$ cat src/rtl/lsu_mem_master.sv
// lsu_mem_master: load/store initiator between the MEM stage and the
// doubleword-addressed data memory. Handles one request at a time.
// Sub-doubleword stores are done as read-modify-write; loads are lane-extracted
// and zero/sign-extended. A one-cycle response pulse ends every request.
// Optional feature macro: LSU_MISALIGN_TRAP_EN. When it is defined, misaligned
// requests skip memory and respond with resp_err=1. When it is undefined,
// misaligned offsets are aligned down and resp_err stays 0.
module lsu_mem_master #(
  parameter int WORD     = 64,
  parameter int ADDR_LSB = 3
) (
  input  logic            clk,
  input  logic            rst_n,
  input  logic            req_valid,
  output logic            req_ready,
  input  logic            req_we,
  input  logic [1:0]      req_size,
  input  logic            req_signed,
  input  logic [WORD-1:0] req_addr,
  input  logic [WORD-1:0] req_wdata,
  output logic            resp_valid,
  output logic [WORD-1:0] resp_rdata,
  output logic            resp_err,
  output logic            mem_read,
  output logic            mem_write,
  output logic [WORD-1:0] mem_addr,
  output logic [WORD-1:0] mem_wdata,
  input  logic [WORD-1:0] mem_rdata
);

`ifdef LSU_MISALIGN_TRAP_EN
  localparam bit TRAP_EN = 1'b1;
`else
  localparam bit TRAP_EN = 1'b0;
`endif

  typedef enum logic [1:0] {S_IDLE, S_RD, S_WR, S_RESP} state_t;

  state_t                st;
  logic                  we_q;
  logic [1:0]            size_q;
  logic                  signed_q;
  logic [WORD-1:0]       addr_q;
  logic [WORD-1:0]       wdata_q;
  logic [WORD-1:0]       rd_buf;
  logic [ADDR_LSB-1:0]   off_q;

  // Byte offset forced down to the natural alignment of the access size.
  function automatic logic [ADDR_LSB-1:0] align_off(input logic [ADDR_LSB-1:0] off,
                                                    input logic [1:0] size);
    case (size)
      2'b00:   align_off = off;
      2'b01:   align_off = {off[2:1], 1'b0};
      2'b10:   align_off = {off[2], 2'b00};
      default: align_off = 3'b000;
    endcase
  endfunction

  function automatic logic misaligned(input logic [ADDR_LSB-1:0] off,
                                      input logic [1:0] size);
    misaligned = (align_off(off, size) != off);
  endfunction

  function automatic logic [WORD-1:0] field_mask(input logic [1:0] size);
    case (size)
      2'b00:   field_mask = 64'h0000_0000_0000_00FF;
      2'b01:   field_mask = 64'h0000_0000_0000_FFFF;
      2'b10:   field_mask = 64'h0000_0000_FFFF_FFFF;
      default: field_mask = '1;
    endcase
  endfunction

  // Pull the field at off down to bit 0 and extend it to a full doubleword.
  function automatic logic [WORD-1:0] extract(input logic [WORD-1:0] dw,
                                              input logic [ADDR_LSB-1:0] off,
                                              input logic [1:0] size,
                                              input logic sgn);
    logic [WORD-1:0] sh;
    sh = dw >> {off, 3'b000};
    case (size)
      2'b00:   extract = {{56{sgn & sh[7]}},  sh[7:0]};
      2'b01:   extract = {{48{sgn & sh[15]}}, sh[15:0]};
      2'b10:   extract = {{32{sgn & sh[31]}}, sh[31:0]};
      default: extract = sh;
    endcase
  endfunction

  // Replace the field at off inside the previously read doubleword.
  function automatic logic [WORD-1:0] merge(input logic [WORD-1:0] base,
                                            input logic [WORD-1:0] wd,
                                            input logic [ADDR_LSB-1:0] off,
                                            input logic [1:0] size);
    logic [WORD-1:0] fm;
    fm    = field_mask(size);
    merge = (base & ~(fm << {off, 3'b000})) | ((wd & fm) << {off, 3'b000});
  endfunction

  assign req_ready = (st == S_IDLE) && rst_n;
  assign off_q     = align_off(addr_q[ADDR_LSB-1:0], size_q);

  // Write data is only driven while the write strobe is up.
  assign mem_wdata = !mem_write ? '0 :
                     (size_q == 2'b11) ? wdata_q : merge(rd_buf, wdata_q, off_q, size_q);

  // Load data and error are only visible during the response pulse.
  assign resp_rdata = (resp_valid && !we_q && !resp_err) ?
                      extract(rd_buf, off_q, size_q, signed_q) : '0;

  // Request FSM: captures the request and sequences read, write and response.
  always_ff @(posedge clk or negedge rst_n) begin
    if (!rst_n) begin
      st         <= S_IDLE;
      we_q       <= 1'b0;
      size_q     <= 2'b00;
      signed_q   <= 1'b0;
      addr_q     <= '0;
      wdata_q    <= '0;
      rd_buf     <= '0;
      mem_read   <= 1'b0;
      mem_write  <= 1'b0;
      mem_addr   <= '0;
      resp_valid <= 1'b0;
      resp_err   <= 1'b0;
    end else begin
      mem_read   <= 1'b0;
      mem_write  <= 1'b0;
      mem_addr   <= '0;
      resp_valid <= 1'b0;
      resp_err   <= 1'b0;
      case (st)
        S_IDLE: begin
          if (req_valid) begin
            we_q     <= req_we;
            size_q   <= req_size;
            signed_q <= req_signed;
            addr_q   <= req_addr;
            wdata_q  <= req_wdata;
            if (TRAP_EN && misaligned(req_addr[ADDR_LSB-1:0], req_size)) begin
              st         <= S_RESP;
              resp_valid <= 1'b1;
              resp_err   <= 1'b1;
            end else if (!req_we || req_size != 2'b11) begin
              st       <= S_RD;
              mem_read <= 1'b1;
              mem_addr <= {req_addr[WORD-1:ADDR_LSB], {ADDR_LSB{1'b0}}};
            end else begin
              st        <= S_WR;
              mem_write <= 1'b1;
              mem_addr  <= {req_addr[WORD-1:ADDR_LSB], {ADDR_LSB{1'b0}}};
            end
          end
        end
        S_RD: begin
          rd_buf <= mem_rdata;
          if (we_q) begin
            st        <= S_WR;
            mem_write <= 1'b1;
            mem_addr  <= {addr_q[WORD-1:ADDR_LSB], {ADDR_LSB{1'b0}}};
          end else begin
            st         <= S_RESP;
            resp_valid <= 1'b1;
          end
        end
        S_WR: begin
          st         <= S_RESP;
          resp_valid <= 1'b1;
        end
        default: begin
          st <= S_IDLE;
        end
      endcase
    end
  end

endmodule
$ cat config.mk
export PLATFORM = sky130hd
export DESIGN_NAME = lsu_mem_master
export DESIGN_NICKNAME = d
export VERILOG_FILES = /design/src/rtl/lsu_mem_master.sv
export SDC_FILE = /design/constraint.sdc
export NUM_CORES = 1
export LEC_CHECK = 0
export CAP_MARGIN = 30
export CORE_ASPECT_RATIO = 1.75
export CORE_UTILIZATION = 51
export CTS_CLUSTER_SIZE = 12
export DETAILED_ROUTE_END_ITERATION = 6
export PLACE_DENSITY = 0.86
export SYNTH_ARGS = -nofsm -noshare
export SYNTH_HDL_FRONTEND = slang
export SYNTH_SLANG_ARGS = --single-unit
export TNS_END_PERCENT = 30
$ cat constraint.sdc
create_clock -name clk -period 8.2 [get_ports clk]
set_input_delay 2.46 -clock clk [delete_from_list [all_inputs] [get_ports clk]]
set_output_delay 2.46 -clock clk [all_outputs]
set_load 0.02 [all_outputs]
==> run summary, run 1 <==
Result of the run -> completed
Start point of the critical path -> size_q[1]
Final Critical Period -> 7.10 ns
Final period utilization -> 0.866
CP endpoint kind -> output pin
Post-synthesis instance area -> 13100 um2
Number of cells traversed by the worst register-to-register path -> 7
Largest net degree at the start of global routing -> 90
Number of global-route vias before repair -> 12900
Final-report setup violation count -> 0
Final estimated routing congestion in global placement -> 1.07
Post-CTS setup buffer count -> 0
Async set-reset flop share out of synthesis -> 1.00
CTS sink count -> 262
Maximum frequency from static timing analysis -> 141 MHz
Vias per inst -> 6.01
Timing endpoint of the critical path -> resp_rdata[59]
Count of boundary I/O pins -> 396
Number of flops mapped to enable cells by yosys -> 0
Post-synth top area cell -> sky130_fd_sc_hd__dfrtp_1
Number of fill cells in the layout -> 1913
Post-CTS resize count -> 0
Count of cell types in the netlist -> 56
Via count -> 12700
Worst hold slack across all endpoints -> 0.465 ns
Port buffer count -> 391
Sequential Area -> 6560 um2
Power density cells -> 407 nW/um2
Capture instance of the worst register-to-register path -> mem_addr[3]
Placed Cells incl. Taps -> 2076
Category of the most critical setup path -> reg -> out
Sum of net half-perimeters after detailed placement -> 38600 um
Total gr overflow -> 0
Critical register-to-register path startpoint -> st[1]
TritonCTS clock tree -> yes
Data arrival, critical path -> 4.64 ns
Transition time at the pin with the least slew margin -> 1.05 ns
Source-to-sink clock delay at the later pin of the worst-skew pair -> 0.55 ns
Number of DRC violations after detailed routing -> 0
Worst R2R Setup Slack -> 5.64 ns
Width of the chip -> 123 um
Critical path fanouts, max -> 22
Clock tree root driver cell -> sky130_fd_sc_hd__clkbuf_16
Maximum resistive drop on vdd -> 0.247 mV
Aggregate global-route resource usage -> 0.394
Placeable Area -> 25200 um2
Leakage component of the power -> 8.34 nW
Warning count from the yosys run -> 0
Maximum Capacitance Violations -> 0
Clock slew seen by the registers of the worst setup and hold paths -> 0.06 ns
Final cell count without fillers -> 2114
Effective utilization at floorplan -> 0.519
CTS H-tree lvls -> 1
Yosys top cell area share -> 0.500
Die ar. -> 26400 um2
Count of TritonRoute iterations in the first routing pass -> 7
Average cell area after synthesis -> 9.04 um2
Post-Place Cell Area -> 17200 um2
Worst Hold Class -> reg -> reg
#FFs+latches synth -> 262
Vertical extent of the die -> 214 um
Number of nets still failing antenna checks after routing -> 0
Clk_skew -> 0.0225 ns
Critical path required time -> 5.74 ns
Area added between synthesis and finish -> 37.0%
Area contributors post-synth -> sky130_fd_sc_hd__dfrtp_1, sky130_fd_sc_hd__nand2_1, sky130_fd_sc_hd__mux2_2
Sequential area share after synthesis -> 0.500
Most used DFF post-synth -> sky130_fd_sc_hd__dfrtp_1
Number of DRC violations after detailed-routing iteration 0 -> 1214
Hold buffer count at CTS -> 0
WL per Instance -> 24.5 um
Final hold viol count -> 0
Max transition margin -> 0.302
Final Max Slew Viols -> 0
Multi-input combinational cell area -> 6120 um2
Syn Inst Count -> 1450
Post-layout total power -> 7.31 mW
Fraction of layout cells with a size suffix above 1 -> 0.0758
Post-detailed-routing wire length -> 51700 um
Depth of the worst hold-timing path -> 2
Post-Route Setup TNS -> 0 ns
RSZ-0062 raised after global routing -> false
Startpoint Class -> register
Net count of the finished layout -> 1991
First-pass GRT wire length -> 76200 um
Row count -> 77
Area of all placed cells without fillers -> 18000 um2
Total clock buffers created by CTS -> 26
Initial antenna violation count -> 3
Maximum count of clock buffers along a single path -> 3
[cells in the final DEF (no fill, tap or decap), drive strengths merged, types with 2 or more instances in the layout]
cell type and instances:
a221oi 2, o211a 8, o21bai 3, nand3 23, nand2b 5, a31oi 2
o21ai 54, inv 6, ha 4, o22ai 3, nor2b 56, a22oi 24
conb 4, a21boi 14, a221o 2, o21a 16, a21o 9, a211oi 14
nor2 40, dfrtp 262, and2 15, mux2i 37, clkbuf 33, clkdlybuf4s50 390
mux4 7, o211ai 2, nand4 2, a32oi 5, a22o 16, diode 3
nand2 570, mux2 64, buf 19, a21oi 34, o31ai 2, a222oi 33
[flip-flops by register name, summed over array words and instances (netlist names)]
signal      count
addr_q         64
mem_addr       61
mem_read        1
mem_write       1
rd_buf         64
resp_valid      1
signed_q        1
size_q          2
st              2
wdata_q        64
we_q            1
[worst max-delay path, cell delays in order (launching register included)]
cell and delay [ns]:
sky130_fd_sc_hd__dfrtp_1 0.60, sky130_fd_sc_hd__buf_4 0.33, sky130_fd_sc_hd__nor3b_4 0.88, sky130_fd_sc_hd__nand2_1 0.20, sky130_fd_sc_hd__nand4_1 0.16, sky130_fd_sc_hd__nand4_1 0.40, sky130_fd_sc_hd__a31oi_4 0.60, sky130_fd_sc_hd__a21boi_0 0.29
sky130_fd_sc_hd__clkdlybuf4s50_1 0.64
[synth_stat cells (7+ instances only)]
cell,n
sky130_fd_sc_hd__mux2_2,64
sky130_fd_sc_hd__a21o_1,9
sky130_fd_sc_hd__mux2i_1,37
sky130_fd_sc_hd__nor2b_1,55
sky130_fd_sc_hd__a211oi_1,14
sky130_fd_sc_hd__nand2_1,570
sky130_fd_sc_hd__o21ai_0,49
sky130_fd_sc_hd__a21oi_1,34
sky130_fd_sc_hd__nor2_1,38
sky130_fd_sc_hd__clkbuf_1,76
sky130_fd_sc_hd__dfrtp_1,262
sky130_fd_sc_hd__buf_4,8
sky130_fd_sc_hd__a22oi_1,24
sky130_fd_sc_hd__and2_1,15
sky130_fd_sc_hd__mux4_2,7
sky130_fd_sc_hd__a22o_1,16
sky130_fd_sc_hd__a21boi_0,14
sky130_fd_sc_hd__o211a_1,8
sky130_fd_sc_hd__a222oi_1,33
sky130_fd_sc_hd__o21a_1,16
sky130_fd_sc_hd__buf_2,11
sky130_fd_sc_hd__nand3_1,23
[logic make-up after synthesis]
| group | after synthesis | synth area share |
|---|---|---|
| compound gates | 247 | 0.137 |
| buf+inv | 108 | 0.0355 |
| other cells | 1 | 0.000286 |
| fa+ha+maj | 4 | 0.00382 |
| flops | 262 | 0.500 |
| mux | 108 | 0.0953 |
| simple gates | 720 | 0.228 |
[layout make-up]
| class | instances | share of cell area |
|---|---|---|
| clock inverters | 2 | 0.00195 |
| flip-flops and latches | 262 | 0.365 |
| multi-input cells | 1083 | 0.341 |
| diodes | 3 | 0.000418 |
| inverters | 6 | 0.00125 |
| clock buffers | 33 | 0.0394 |
| well taps | 316 | 0.0220 |
| repair buffers | 409 | 0.229 |
[worst min path at each step]
stage                startpoint      endpoint  slack [ns]
floorplan           wdata_q[40]   wdata_q[40]        0.44
global placement     addr_q[20]  mem_addr[20]        0.45
detailed placement   addr_q[50]  mem_addr[50]        0.46
CTS                  addr_q[36]  mem_addr[36]        0.47
global route         addr_q[36]  mem_addr[36]        0.49
finish               addr_q[36]  mem_addr[36]        0.47
[power breakdown]
group          total, mW  switching (mW)  internal, mW
Clock               1.10           0.478         0.627
Sequential          2.63           0.765          1.86
Combinational       3.57            2.10          1.47
[routing by layer]
| metal | track usage | part of all wire |
|---|---|---|
| met5 | 0 | 0 |
| met4 | 0.329 | 0.10 |
| met3 | 0.0729 | 0.084 |
| met2 | 0.651 | 0.49 |
| met1 | 0.428 | 0.33 |
[through the flow]
stage / util / setup slack (ns)
final: 0.711 / 1.10
after global routing: 0.711 / 0.921
after CTS: 0.711 / 1.18
after detailed placement: 0.682 / 1.75
after global placement: 0.678 / 1.94
after floorplan: - / 3.06
Power figures use the tool's default switching activity.
==> inputs of run 2 (changes only) <==
--- a/config.mk
+++ b/config.mk
@@ -7,10 +7,12 @@
 export LEC_CHECK = 0
 export CAP_MARGIN = 30
 export CORE_ASPECT_RATIO = 1.75
-export CORE_UTILIZATION = 51
+export CORE_UTILIZATION = 53
+export CTS_BUF_LIST = sky130_fd_sc_hd__clkbuf_2
 export CTS_CLUSTER_SIZE = 12
 export DETAILED_ROUTE_END_ITERATION = 6
-export PLACE_DENSITY = 0.86
+export PLACE_DENSITY = 0.89
+export SLEW_MARGIN = 5
 export SYNTH_ARGS = -nofsm -noshare
 export SYNTH_HDL_FRONTEND = slang
 export SYNTH_SLANG_ARGS = --single-unit
==> run 2 against run 1 <==
The run now ends with design-rule violations left. Via count grew 0.99%. Sequential share of layout area grew 0.70 points. Register-to-register slack lost 0.10 ns. Critical path depth shrank 2. Clock power shrank 27%. Combinational power shrank 3%. Setup slack lost 0.30 ns. Largest cell class unchanged.
==> run summary, run 2 (synthesized netlist as in run 1, its figures left out) <==
Result of the run -> finished with violations
Failing checks -> design-rule violations
Clock slew seen by the registers of the worst setup and hold paths -> 0.12 ns (+0.06 ns)
Aggregate global-route resource usage -> 0.402 (+0.00828)
Startpoint Class -> register
Total clock buffers created by CTS -> 57 (+120%)
Fraction of layout cells with a size suffix above 1 -> 0.103 (+0.0271)
Final Max Slew Viols -> 0 (unchanged)
CP endpoint kind -> output pin
Power density cells -> 391 nW/um2 (-3.8%)
Post-layout total power -> 6.90 mW (-5.6%)
Width of the chip -> 121 um (-1.9%)
Effective utilization at floorplan -> 0.544 (+0.0242)
First-pass GRT wire length -> 75500 um (-0.91%)
Most common cell after layout, fill and taps aside -> sky130_fd_sc_hd__nand2_1
Worst R2R Setup Slack -> 5.54 ns (-0.10 ns)
Final hold viol count -> 0 (unchanged)
WL per Instance -> 23.2 um (-5.3%)
Critical path fanouts, max -> 45 (+100%)
Row count -> 75 (-2.6%)
Critical path required time -> 5.74 ns (about the same)
Number of cells traversed by the worst register-to-register path -> 6 (-1)
Final worst slack -> 0.799 ns (-0.298 ns)
Clk_skew -> 0.0329 ns (+0.0103 ns)
Final period utilization -> 0.903 (+0.0363)
Count of boundary I/O pins -> 396 (unchanged)
Post-Route Utilization -> 0.731 (+0.0192)
TritonCTS clock tree -> yes
Largest registers -> addr_q x64, rd_buf x64, wdata_q x64
Hold Crit Start -> addr_q[30]
Die ar. -> 25400 um2 (-3.7%)
Maximum Capacitance Violations -> 0 (unchanged)
Buf+Inv Stages, Crit Path -> 1 (-1)
CTS sink count -> 262 (unchanged)
Sequential Area -> 6560 um2 (unchanged)
Count of TritonRoute iterations in the first routing pass -> 7 (unchanged)
Port buffer count -> 391 (unchanged)
Number of global-route vias before repair -> 13200 (+1.6%)
Depth of the worst hold-timing path -> 2 (unchanged)
Number of fill cells in the layout -> 1754 (-8.3%)
Leakage component of the power -> 8.32 nW (-0.19%)
Number of DRC violations after detailed routing -> 6 (+6)
Worst-path cell chain -> nand2_1, and2_2, nor2_1, a32oi_1, a21oi_1, clkdlybuf4s50_1
Maximum resistive drop on vdd -> 0.228 mV (-7.7%)
Hold buffer count at CTS -> 0 (unchanged)
Final-report setup violation count -> 0 (unchanged)
Worst Hold Path EP -> mem_addr[30]
Category of the most critical setup path -> reg -> out
Worst hold slack across all endpoints -> 0.478 ns (+0.0133 ns)
Via count -> 12800 (+0.99%)
Capture instance of the worst register-to-register path -> wdata_q[59]
Post-CTS resize count -> 0 (unchanged)
Final estimated routing congestion in global placement -> 0.981 (-8.0%)
Highest-count cells in the layout ignoring fill and taps -> sky130_fd_sc_hd__nand2_1, sky130_fd_sc_hd__clkdlybuf4s50_1, sky130_fd_sc_hd__dfrtp_1
Placeable Area -> 24100 um2 (-4.5%)
Master of the slowest instance on the critical path -> sky130_fd_sc_hd__dfrtp_1
Number of nets still failing antenna checks after routing -> 0 (unchanged)
Largest incremental delay on the critical path -> 1.00 ns (+0.12 ns)
Post-Route Setup TNS -> 0 ns (unchanged)
Family with the most delay on the worst path -> simple AND/OR/NAND/NOR gates
Transition time at the pin with the least slew margin -> 1.05 ns (+0.00761 ns)
Data arrival, critical path -> 4.94 ns (+0.30 ns)
Number of DRC violations after detailed-routing iteration 0 -> 1198 (-1.3%)
Critical register-to-register path startpoint -> st[0]
Maximum count of clock buffers along a single path -> 3 (unchanged)
RSZ-0062 raised after global routing -> false
Vertical extent of the die -> 210 um (-1.9%)
Worst Hold Class -> reg -> reg
Source-to-sink clock delay at the later pin of the worst-skew pair -> 0.94 ns (+0.39 ns)
Post-CTS setup buffer count -> 0 (unchanged)
Maximum frequency from static timing analysis -> 135 MHz (-4.0%)
Max transition margin -> 0.298 (-0.00432)
Total gr overflow -> 0 (unchanged)
Start point of the critical path -> size_q[1]
Sum of net half-perimeters after detailed placement -> 36900 um (-4.4%)
Multi-input combinational cell area -> 6120 um2 (unchanged)
Area added between synthesis and finish -> 34.4%
Final Critical Period -> 7.40 ns (+0.298 ns)
Initial antenna violation count -> 2 (-1)
Placement-stage worst setup slack -> 1.87 ns (+0.111 ns)
Vias per inst -> 5.92 (-1.5%)
Post-detailed-routing wire length -> 50200 um (-2.9%)
Clock tree root driver cell -> sky130_fd_sc_hd__clkbuf_2
Net count of the finished layout -> 2017 (+1.3%)
CTS H-tree lvls -> 2 (+1)
Largest net degree at the start of global routing -> 185 (+110%)
run 2: changes by cell type in the layout (fill, tap and decap cells not counted), sizes merged:
cell	before	now
buf	19	14
bufinv	1	0
clkbuf	33	82
clkinv	1	19
diode	3	2
inv	6	7
run 2: per-stage QoR:
stage	instances	instance area, um2
2_1_floorplan	1453	13100
3_3_place_gp	2063	17100
3_5_place_dp	2063	17100
4_1_cts	2165	17600
5_1_grt	2167	17600
6_report	2167	17600
run 2: layout make-up:
type,instances,share of cell area
repair buffers,404,0.229
clock inverters,20,0.00525
clock buffers,82,0.0233
multi-input cells,1083,0.347
well taps,308,0.0219
flip-flops and latches,262,0.372
diodes,2,0.000284
inverters,6,0.00128
run 2: how the worst max path moves through the flow:
| stage | to | cells past startpoint |
|---|---|---|
| finish | resp_rdata[10] | 6 |
| floorplan | req_ready | 1 |
| CTS | resp_rdata[59] | 8 |
| detailed placement | resp_rdata[59] | 8 |
| global placement | req_ready | 3 |
| global route | resp_rdata[10] | 6 |
run 2: tightest hold or removal path, delay by kind of cell (launching register included):
family           cells  cell delay, ns
AND/OR/NAND/NOR      2            0.10
flip-flops           1            0.35
run 2: power breakdown:
group	switching, mW	internal [mW]	total, mW	leakage (nW)
logic	2.01	1.45	3.47	4.65
registers	0.773	1.85	2.63	3.28
clock network	0.530	0.274	0.804	0.392
total	3.32	3.58	6.90	8.32
run 2: layer usage:
metal / global-route usage / share of wire / vias to the layer above
met5: 0 / 0 / -
met4: 0.309 / 0.090 / 0
met3: 0.0885 / 0.086 / 245
met2: 0.673 / 0.49 / 813
met1: 0.439 / 0.33 / 6091
li1: - / - / 5689
==> patch 1, RTL diff (flow settings as in run 1) <==
Re-encode `state_t` (4 states) as one-hot, 4 bits wide.
--- a/src/rtl/lsu_mem_master.sv
+++ b/src/rtl/lsu_mem_master.sv
@@ -36,3 +36,3 @@
 
-  typedef enum logic [1:0] {S_IDLE, S_RD, S_WR, S_RESP} state_t;
+  typedef enum logic [3:0] {S_IDLE = 4'b0001, S_RD = 4'b0010, S_WR = 4'b0100, S_RESP = 4'b1000} state_t;
 
Formal check against the unedited RTL: no difference found for any inputs over 4 cycles, from zero or initial values and one cycle with rst_n low; so few cycles prove little.
==> patch 1 against run 1 <==
- worst setup slack improved by 120 ps
- fmax rose by 1.8%
- first-iteration DRC count rose by 2.3%
- cell area fell by 0.40%
- sequential cell count rose by 2
- power fell by 7.5%
- wire length fell by 2.0%
- final cell count rose by 1.1%
- synthesized area fell by 0.13%
- critical endpoint is now resp_rdata[26]
- global-route usage fell by 0.59 points
- non-clock buffer count rose by 3
==> patch 1: results (changes against run 1) <==
Yosys
  • Avg Synthesized Cell Area: 8.88 µm² (was 9.04 µm²)
  • Cell types with the largest area share after synthesis: sky130_fd_sc_hd__dfrtp_1 (50%), sky130_fd_sc_hd__nand2_1 (18%), sky130_fd_sc_hd__mux2_2 (5.5%), sky130_fd_sc_hd__a222oi_1 (3.1%), sky130_fd_sc_hd__nor2b_1 (2.5%) (was sky130_fd_sc_hd__dfrtp_1 (50%), sky130_fd_sc_hd__nand2_1 (16%), sky130_fd_sc_hd__mux2_2 (5.5%), sky130_fd_sc_hd__mux2i_1 (2.8%), sky130_fd_sc_hd__nor2b_1 (2.6%))
  • Post-synthesis cell type count: 54 (was 56)
  • Synth top cells by count: sky130_fd_sc_hd__nand2_1 (619), sky130_fd_sc_hd__dfrtp_1 (263), sky130_fd_sc_hd__clkbuf_1 (71), sky130_fd_sc_hd__mux2_2 (64), sky130_fd_sc_hd__nor2b_1 (52) (was sky130_fd_sc_hd__nand2_1 (570), sky130_fd_sc_hd__dfrtp_1 (262), sky130_fd_sc_hd__clkbuf_1 (76), sky130_fd_sc_hd__mux2_2 (64), sky130_fd_sc_hd__nor2b_1 (55))

Drt
  • 1st-iter DRT viols: 1,242 (was 1,214)
  • Sum of routed wire length over all layers: 50,700 µm (was 51,700 µm)

Critical path
  • Maximum fanout along the worst path: 35 (was 22)
  • Data arrival time of the critical path: 4520 ps (was 4640 ps)
  • Delay contributed by the slowest stage of the critical path: 790 ps (was 880 ps)

Status
  • Result of the run: finished, final reports clean (unchanged)

Global route
  • Number of global-route vias before repair: 12,900 (about the same)
  • Global-route usage over all layers: 0.388 (was 0.394)
  • Largest net degree at the start of global routing: 76 (was 90)
  • First-pass GRT wire length: 75,700 µm (was 76,200 µm)

Placement
  • Detailed Place HPWL: 36,300 µm (was 38,600 µm)
  • Placed cell area: 0.0171 mm² (was 0.0172 mm²)
  • RePlAce Congestion: 0.992 (was 1.07)

Cells and area
  • Final-layout fill cell count: 1,919 (was 1,913)
  • Storage element area: 0.00661 mm² (was 0.00656 mm²)
  • Inverters: 5 (was 6)
  • Non-clock buffers: 412 (was 409)
  • Multi-input combinational gate total: 1,099 (was 1,083)
  • Nets: 2,008 (was 1,991)
  • Total area of multi-input combinational cells: 0.00600 mm² (was 0.00612 mm²)

STA
  • Setup Skew: 34.0 ps (was 22.5 ps)

Clock tree
  • Sink count of the clock tree: 264 (was 262)
  • Cts bufs inserted: 27 (was 26)

Power
  • Int Power: 3.69 mW (was 3.96 mW)
  • Maximum ir drop on the vdd rail: 0.250 mV (was 0.247 mV)
-- patch 1: changes by cell type in the layout (fill, tap and decap cells not counted), moves of 7 or more --
| cell | before | now |
|---|---|---|
| sky130_fd_sc_hd__nand2_1 | 569 | 619 |
| sky130_fd_sc_hd__nand3_1 | 23 | 47 |
| sky130_fd_sc_hd__nor2_1 | 38 | 19 |
| sky130_fd_sc_hd__o21ai_0 | 49 | 30 |
| sky130_fd_sc_hd__o21a_1 | 16 | 32 |
| sky130_fd_sc_hd__mux2i_1 | 37 | 22 |
| sky130_fd_sc_hd__a21boi_0 | 14 | 0 |
| sky130_fd_sc_hd__a211oi_1 | 14 | 2 |
| sky130_fd_sc_hd__a31oi_1 | 0 | 10 |
| sky130_fd_sc_hd__a21o_1 | 9 | 0 |
| sky130_fd_sc_hd__a22o_1 | 16 | 8 |
| sky130_fd_sc_hd__a222oi_1 | 33 | 40 |
| sky130_fd_sc_hd__o211ai_1 | 2 | 9 |
-- patch 1: final timing paths --
check                                            start                 endpoint  slack [ps]
worst max-delay path             size_q[1]$_DFFE_PN0P_           resp_rdata[26]        1220
worst min-delay path            addr_q[19]$_DFFE_PN0P_   mem_addr[19]$_DFF_PN0_         470
worst max register to register       st[2]$_DFFE_PN0P_   mem_addr[56]$_DFF_PN0_        5270
worst min register to register  addr_q[19]$_DFFE_PN0P_   mem_addr[19]$_DFF_PN0_         470
max in group asynchronous                        rst_n  wdata_q[12]$_DFFE_PN0P_        4920
min in group asynchronous                        rst_n  wdata_q[26]$_DFFE_PN0P_        1900
-- patch 1: per-stage QoR --
| step | std cells | setup slack [ps] | util |
|---|---|---|---|
| floorplan | 1477 | 3040 | - |
| global placement | 2096 | 1920 | 0.678 |
| detailed placement | 2096 | 1910 | 0.678 |
| CTS | 2134 | 1320 | 0.708 |
| global route | 2137 | 1010 | 0.709 |
| finish | 2137 | 1220 | 0.709 |
-- patch 1: metal layers --
layer | share of wire | routed length (µm) | up-vias | GRT usage
li1 | - | - | 5632 | -
met1 | 0.33 | 16800 | 6166 | 0.428
met2 | 0.49 | 25000 | 773 | 0.646
met3 | 0.090 | 4580 | 209 | 0.0840
met4 | 0.085 | 4320 | 0 | 0.282
met5 | 0 | 0 | - | 0
-- patch 1: kinds of logic after synthesis --
logic type / count (synthesis) / share of synthesized area
compound gates: 225 / 0.126
buf+inv: 114 / 0.0391
flops: 264 / 0.505
mux: 93 / 0.0831
other cells: 1 / 0.000286
simple gates: 777 / 0.247
-- patch 1: power groups by stage --
stage	clock, mW	combinational, mW	sequential [mW]
detailed placement	0	2.94	2.59
finish	1.14	3.00	2.62
global route	1.20	3.25	2.64
global placement	0	2.89	2.57
floorplan	0	1.94	2.28
CTS	1.15	2.97	2.58
==> patch 2, RTL diff (settings of run 1) <==
Without the edit above. The option `LSU_MISALIGN_TRAP_EN` is turned on by a define.
--- a/src/rtl/lsu_mem_master.sv
+++ b/src/rtl/lsu_mem_master.sv
@@ -7,2 +7,4 @@
 // misaligned offsets are aligned down and resp_err stays 0.
+`define LSU_MISALIGN_TRAP_EN
+
 module lsu_mem_master #(
Formal check against the unedited RTL: not equivalent (Yosys sat finds a counterexample within 4 cycles, from zero or initial values and one cycle with rst_n low).
==> patch 2 against run 1 <==
- the flow now finishes with violations (DRC)
- power grew 0.88%
- combinational power increased by 4%
- worst setup slack better by 210 ps
- register-to-register slack gained 120 ps
- cell area grew 1.7%
- core utilization shrank 0.52 points
- wire length decreased by 2.0%
- global-route usage down 2.4 points
- sequential cell count is 1 higher
- synthesized area grew 2.1%
- critical endpoint is now resp_rdata[23]
- highest routed layer unchanged
==> patch 2: results (changes against run 1) <==
Worst hold path
  • Hold path start: addr_q[8]$_DFFE_PN0P_ (was addr_q[36]$_DFFE_PN0P_)
  • Hold path endpoint: addr_q[8]$_DFFE_PN0P_ (was mem_addr[36]$_DFF_PN0_)

Critical path
  • Slowest CP cell: sky130_fd_sc_hd__dfrtp_1 (was sky130_fd_sc_hd__nor3b_4)
  • Data arrival time of the critical path: 4440 ps (was 4640 ps)
  • Kind of cell with the highest combined delay on the critical path: compound AO/OA/AOI/OAI gates (was simple AND/OR/NAND/NOR gates)
  • Slack of the worst reg-to-reg path: 5760 ps (was 5640 ps)
  • Crit Reg-Reg Endpoint: resp_valid$_DFF_PN0_ (was mem_addr[3]$_DFF_PN0_)

Status
  • Violated checks: DRC
  • Result of the run: complete, but fails checks (was finished, final reports clean)

Global route
  • Largest net degree at the start of global routing: 96 (was 90)
  • Antenna violations before repair: 2 (was 3)
  • First-pass GRT wire length: 76,100 µm (was 76,200 µm)

Drt
  • Sum of routed wire length over all layers: 50,700 µm (was 51,700 µm)
  • Via count: 13,200 (was 12,700)
  • DRC violation count after routing: 35 (was 0)

Cells and area
  • Fraction of final layout cells sized beyond drive strength 1: 0.0833 (was 0.0758)
  • Nets: 1,994 (was 1,991)
  • Non-filler cells in the finished layout: 2,123 (was 2,114)

STA
  • Setup Skew: 6.02 ps (was 22.5 ps)
  • Transition time at the pin with the least slew margin: 1050 ps (about the same)

Placement
  • Placed cell area: 0.0174 mm² (was 0.0172 mm²)
  • Port bufs: 392 (was 391)
  • RePlAce Congestion: 0.946 (was 1.07)
  • Worst setup slack before clock tree synthesis: 1940 ps (was 1750 ps)

Yosys
  • Synth top cells by count: sky130_fd_sc_hd__nand2_1 (475), sky130_fd_sc_hd__dfrtp_1 (263), sky130_fd_sc_hd__clkbuf_1 (90), sky130_fd_sc_hd__mux2_2 (66), sky130_fd_sc_hd__nor2_1 (63) (was sky130_fd_sc_hd__nand2_1 (570), sky130_fd_sc_hd__dfrtp_1 (262), sky130_fd_sc_hd__clkbuf_1 (76), sky130_fd_sc_hd__mux2_2 (64), sky130_fd_sc_hd__nor2b_1 (55))
  • Share of synthesized area occupied by flip-flops and latches: 0.492 (was 0.500)
  • Syn Inst Count: 1,466 (was 1,450)

Power
  • Leak: 8.22 nW (was 8.34 nW)

Clock tree
  • Cts bufs inserted: 27 (was 26)
patch 2: worst max-delay path by stage:
stage | start | endpoint | slack, ps
final | addr_q[0]$_DFFE_PN0P_ | resp_rdata[23] | 1300
after global routing | addr_q[0]$_DFFE_PN0P_ | resp_rdata[30] | 1160
after global placement | addr_q[0]$_DFFE_PN0P_ | resp_rdata[60] | 1730
after detailed placement | addr_q[0]$_DFFE_PN0P_ | resp_rdata[23] | 1940
after CTS | addr_q[0]$_DFFE_PN0P_ | resp_rdata[23] | 1360
after floorplan | rst_n | req_ready | 3060
patch 2: tightest hold or removal path: stages, from the launching register on:
cell                      delay, ps
sky130_fd_sc_hd__dfrtp_1        340
sky130_fd_sc_hd__nand2_1         50
sky130_fd_sc_hd__nand2_1         50
patch 2: per-layer routing:
layer,wire [µm],vias up,track usage
met2,25700,825,0.641
met5,0,-,0
met1,17000,6391,0.412
li1,-,5750,-
met3,4030,207,0.0625
met4,3980,0,0.254
patch 2: kinds of logic after synthesis:
family | count (synthesis) | synth area share
other cells | 1 | 0.000280
simple gates | 678 | 0.212
mux | 99 | 0.0870
flops | 263 | 0.492
buf+inv | 135 | 0.0409
compound gates | 286 | 0.165
fa+ha+maj | 4 | 0.00374
patch 2: report_power, final:
part / leakage [nW] / switching (mW) / total [mW] / internal, mW
clock network: 0.374 / 0.493 / 1.11 / 0.621
registers: 3.31 / 0.721 / 2.56 / 1.84
logic: 4.53 / 2.17 / 3.70 / 1.52
patch 2: final cells by class:
cell class,count,share of cell area
clock buffers,36,0.0405
clock inverters,3,0.00103
flip-flops and latches,263,0.360
diodes,2,0.000274
multi-input cells,1070,0.344
well taps,320,0.0219
repair buffers,418,0.229
inverters,11,0.00226
